**config.mk**
```make
export PLATFORM = sky130hd
export DESIGN_NAME = sram_dump_ctrl
export DESIGN_NICKNAME = d
export VERILOG_FILES = /design/src/rtl/sram_dump_ctrl.sv
export SDC_FILE = /design/constraint.sdc
export NUM_CORES = 1
export LEC_CHECK = 0
export ABC_CLOCK_PERIOD_IN_PS = 5900
export CORE_ASPECT_RATIO = 1.5
export CORE_UTILIZATION = 49
export CTS_BUF_LIST = sky130_fd_sc_hd__clkbuf_4 sky130_fd_sc_hd__clkbuf_8
export DETAILED_ROUTE_END_ITERATION = 10
export HOLD_SLACK_MARGIN = 0.02
export PLACE_DENSITY = 0.88
export SETUP_SLACK_MARGIN = 0.05
export SLEW_MARGIN = 20
export SYNTH_ARGS = -nofsm -noshare
export SYNTH_HDL_FRONTEND = slang
export SYNTH_SLANG_ARGS = --single-unit
export TNS_END_PERCENT = 100
```
**constraint.sdc**
```tcl
create_clock -name control_mem_clk_i -period 5.9 [get_ports control_mem_clk_i]
set_input_delay 0.59 -clock control_mem_clk_i [delete_from_list [all_inputs] [get_ports control_mem_clk_i]]
set_output_delay 0.59 -clock control_mem_clk_i [all_outputs]
set_load 0.02 [all_outputs]
```
**src/rtl/sram_dump_ctrl.sv**
```systemverilog
// SRAM readback engine: walks an inclusive address range and pushes each word
// into the outbound dump FIFO, stalling on FIFO backpressure.
module sram_dump_ctrl #(
  parameter int ADDRESS_WIDTH = 13,
  parameter int DATA_WIDTH    = 32
) (
  input  logic                     control_mem_clk_i,
  input  logic                     control_mem_rst_i,
  input  logic                     start_i,
  input  logic [ADDRESS_WIDTH-1:0] base_addr_i,
  input  logic [ADDRESS_WIDTH-1:0] last_addr_i,
  input  logic [DATA_WIDTH-1:0]    sram_dataout_i,
  input  logic                     fifo_full_i,
  output logic [ADDRESS_WIDTH-1:0] sram_address_o,
  output logic                     sram_cs_o,
  output logic                     sram_we_o,
  output logic [DATA_WIDTH-1:0]    fifo_datain_o,
  output logic                     write_fifo_o,
  output logic                     busy_o,
  output logic                     flag_readfinish_o
);

  localparam logic [2:0] IDLE    = 3'd0;
  localparam logic [2:0] SETUP   = 3'd1;
  localparam logic [2:0] READ    = 3'd2;
  localparam logic [2:0] CAPTURE = 3'd3;
  localparam logic [2:0] PUSH    = 3'd4;
  localparam logic [2:0] DONE    = 3'd5;

  logic [2:0]               state_q;
  logic [ADDRESS_WIDTH-1:0] addr_q;
  logic [ADDRESS_WIDTH-1:0] last_q;
  logic [DATA_WIDTH-1:0]    data_q;
  logic                     cs_q;

  always_ff @(posedge control_mem_clk_i or posedge control_mem_rst_i) begin
    if (control_mem_rst_i) begin
      state_q <= IDLE;
      addr_q  <= '0;
      last_q  <= '0;
      data_q  <= '0;
      cs_q    <= 1'b1;
    end else begin
      // Chip select is registered so the SRAM sees a clean one-cycle low pulse.
      cs_q <= 1'b1;
      case (state_q)
        IDLE: begin
          if (start_i) begin
            addr_q  <= base_addr_i;
            last_q  <= last_addr_i;
            state_q <= SETUP;
          end
        end
        SETUP: begin
          cs_q    <= 1'b0;
          state_q <= READ;
        end
        READ: begin
          state_q <= CAPTURE;
        end
        CAPTURE: begin
          data_q  <= sram_dataout_i;
          state_q <= PUSH;
        end
        PUSH: begin
          // The address moves only here, so it stays stable for the whole word.
          if (!fifo_full_i) begin
            if (addr_q == last_q) begin
              state_q <= DONE;
            end else begin
              addr_q  <= addr_q + ADDRESS_WIDTH'(1);
              state_q <= SETUP;
            end
          end
        end
        DONE: begin
          state_q <= IDLE;
        end
        default: begin
          state_q <= IDLE;
        end
      endcase
    end
  end

  assign sram_address_o    = addr_q;
  assign sram_cs_o         = cs_q;
  assign sram_we_o         = 1'b1;
  assign fifo_datain_o     = data_q;
  assign write_fifo_o      = (state_q == PUSH) && !fifo_full_i;
  assign busy_o            = (state_q != IDLE);
  assign flag_readfinish_o = (state_q == DONE);

endmodule

```
==> reports/summary.md <==
The flow ran to the end, and the final reports show no timing, DRC or antenna violations. After routing, the total negative slack on setup checks comes to 0 ns. Clock tree synthesis selected as its root buffer the cell clkbuf_8.

For the floorplan die area, the log shows 6290 sq um. The synthesized netlist net count was 295; the largest net degree at the start of global routing was 63. Total number of vias: 2,267. The tools report the remaining max-slew budget at the tightest pin as 30.4%. The number of gates resized after CTS was 0. The setup check on the worst reg-to-reg path leaves a slack of 3.64 ns.

The worst hold path depth was 1; the wire length of the first global-routing pass was 10,900 um. Counting the fill cells in the layout gives 413. In this run the critical register-to-register path is captured at last_q[10]. The number of placed instances, taps included, is 402. Number of clock sinks seen by CTS: 62. In this run the core area contains 34 standard-cell rows. The repair_antennas step left the layout with diodes totalling 0. The share of the yosys chip area belonging to registers came out at 53.0%.

In this run, synthesis produced a sequential element count of 62. For this run, the number of Yosys warnings is 0. The most instantiated flip-flop cell in the synthesis netlist is dfrtp_1. For the number of H-tree levels, the log shows 3. The global-route usage over all layers was 22.7%.

The number of max-cap violations was 0. After synthesis, the largest area contributor takes up 52.1% of total cell area. The startpoint identified for the worst hold timing path is fifo_datain_o[1].

Most numerous cell on the critical path: nor2_1. By area the synthesized netlist is led by dfrtp_1 (52%), mux2_2 (13%), mux2_1 (4.6%). At the pin with the least slew margin, the transition time is 1.04 ns. Setup violations remaining at the end of the flow were counted as 0. STA classifies the critical path endpoint as a primary output.

Via count of the first global-routing pass: 2,391. The core box area is 5790 sq um, and the longest individual stage delay on the worst path is 0.65 ns. The number of top-level design ports is 112, and the DRC violations left is 0. VDD sags by at most 374 uV. The first detailed-routing pass took 5 iterations.

The path class of the tightest hold or removal check is flop to flop. In this run, distinct cell masters in the synthesized netlist total 42. The final layout contains routed wiring with a total length of 6820 um. Worst-path cell with the longest stage delay: clkdlybuf4s50_1. Summed over all cells, the static leakage comes to 1.73 nW.

The vertical die dimension was 96.7 um; the largest driver fanout on the critical path was 9. Routability-driven placement finished with a final weighted congestion of 0.833. Data arrives at the worst endpoint at 2.08 ns. Using the TritonRoute via totals, the vias-per-cell ratio works out to 5.42.

For the area of the mapped netlist, the log shows 2930 sq um. The largest total area in the synthesized netlist belongs to dfrtp_1. The required time at the endpoint of the critical path is 5.31 ns, and the overflow left after global routing is 0. The number of setup buffers added after CTS is 0. The worst-case hold path end point is fifo_datain_o[1]. The logs give 232 for the number of instances in the synthesized netlist and 418 for the count of non-filler cells in the finished layout.

The final antenna-violating net count came out at 0. The final hold slack came out at 0.506 ns. Launching element type of the critical path: a flop.

The highest clock frequency the design can meet was 375 MHz. The count of buffer and inverter cells on the critical path was 1; the fraction of registers with async set or reset after synthesis was 100%. The number of max-slew violations in the final report is 0. Yosys mapped a number of flops with a built-in enable equal to 0.

The power per cell area was 577 nW/um^2; the total clock buffers created by CTS was 9. The library cell with the highest instance count after synthesis was dfrtp_1. The length in cells of the worst reg-to-reg path is 3, and the ratio of cells with drive above 1 in the final layout is 19.4%. The critical setup path kind is flop to primary output.

The clock period could shrink to 2.67 ns. The part of the cycle the worst path needs works out to 45.2%. The mean cell area of the mapped netlist works out to 12.6 sq um.

In this design, the largest share of critical-path delay is due to buffers and inverters. Clock-pin slew was measured on the worst setup and hold paths at 0.07 ns. From left edge to right edge, the die measures 65.1 um. Setup repair after global routing left no endpoint under its margin. Across all setup checks in the final design, the least slack found is 3.23 ns.

Traced cell by cell, the critical path runs through nor2_1, nand2_1, nor2_1, clkdlybuf4s50_1. No sink is reached through more buffers than the 2 on the longest clock path. For this configuration, the core starts out at a cell density of 50.6%. After the first detailed-routing iteration, the DRC count stood at 159. The count of endpoints failing hold in the final timing report is 0. For the final database, setup skew stands at 0.00730 ns.

Average detailed-routed wire length per instance: 16.3 um. TritonCTS built the clock tree. The number of port buffers works out to 110. Once detailed placement completed, the half-perimeter wirelength came to 4840 um. For the initial antenna violation count, the log shows 0. The number of hold buffers added after CTS was 0. The final net count is 404. The worst register-to-register path begins at state_q[1]. The commonest cells after synthesis are dfrtp_1 (61), mux2_2 (35), xnor2_1 (15).

The run gives 0.33 ns as the later-pin clock latency in the skew report. The layout overhead on the synthesized area was 45.5%; the post-place setup slack was 3.32 ns.
## layout make-up
type / instances / area, sq um / share of cell area (%)
inverters: 3 / 11.3 / 0.264
multi-input cells: 152 / 1270 / 29.9
well taps: 72 / 90.1 / 2.12
repair buffers: 113 / 1120 / 26.4
flip-flops and latches: 62 / 1550 / 36.5
clock buffers: 11 / 151 / 3.55
clock inverters: 5 / 57.6 / 1.35
## power breakdown
| part | switching, mW | internal (mW) | leakage (nW) |
|---|---|---|---|
| Sequential | 0.207 | 0.648 | 0.725 |
| Clock | 0.163 | 0.217 | 0.0976 |
| Combinational | 0.549 | 0.672 | 0.906 |
| Total | 0.919 | 1.54 | 1.73 |
## through the flow
| stage | utilization, % | area, sq um | power [mW] |
|---|---|---|---|
| after floorplan | - | 2930 | 1.60 |
| after global placement | 70.0 | 4050 | 2.03 |
| after detailed placement | 70.0 | 4050 | 2.08 |
| after CTS | 73.6 | 4260 | 2.47 |
| after global routing | 73.6 | 4260 | 2.59 |
| final | 73.6 | 4260 | 2.46 |
## state kept, by name, summed over array words and instances, names as in the netlist
signal,count
fifo_datain_o,32
last_q,13
sram_address_o,13
state_q,3
sram_cs_o,1
## worst max path at each step
stage	from	endpoint	cells after the start
after floorplan	control_mem_rst_i	fifo_datain_o[0]	1
after global placement	fifo_full_i	sram_address_o[3]	6
after detailed placement	fifo_full_i	sram_address_o[3]	6
after CTS	state_q[1]	write_fifo_o	4
after global routing	state_q[1]	write_fifo_o	4
final	state_q[1]	write_fifo_o	4
## per-layer routing
layer | share of wire (%) | global-route usage, % | up-vias
li1 | - | - | 1036
met2 | 53 | 39.5 | 109
met4 | 1.6 | 8.70 | 0
met1 | 36 | 24.5 | 1110
met3 | 8.7 | 8.02 | 12
met5 | 0 | 0 | -
## worst reg2reg max path, cell delays in order, from the launching register on
cell and delay, ns:
dfrtp_1 0.49, or3_1 0.44, nor2_1 0.80, mux2_2 0.42
## placed cells by master (no fill, tap or decap), types with 5 or more instances in the layout
master	n
mux2_1	12
xnor2_1	15
clkbuf_8	11
clkdlybuf4s50_1	110
xor2_1	5
a21oi_1	5
mux2_2	35
nand2_1	13
dfrtp_1	61
nand3_1	8
nor2_1	11
nand4_1	5
mux2_4	6
## cell families (layout without fill, tap and decap cells)
family / after synthesis / in the layout / synth area share [%]
flops: 62 / 62 / 53.0
mux: 53 / 53 / 21.2
simple gates: 52 / 52 / 10.0
compound gates: 25 / 25 / 5.73
xor+xnor: 20 / 20 / 5.98
buf+inv: 18 / 132 / 3.50
fa+ha+maj: 1 / 1 / 0.427
other cells: 1 / 1 / 0.128
Note: power is estimated with default switching activity, not from simulation.
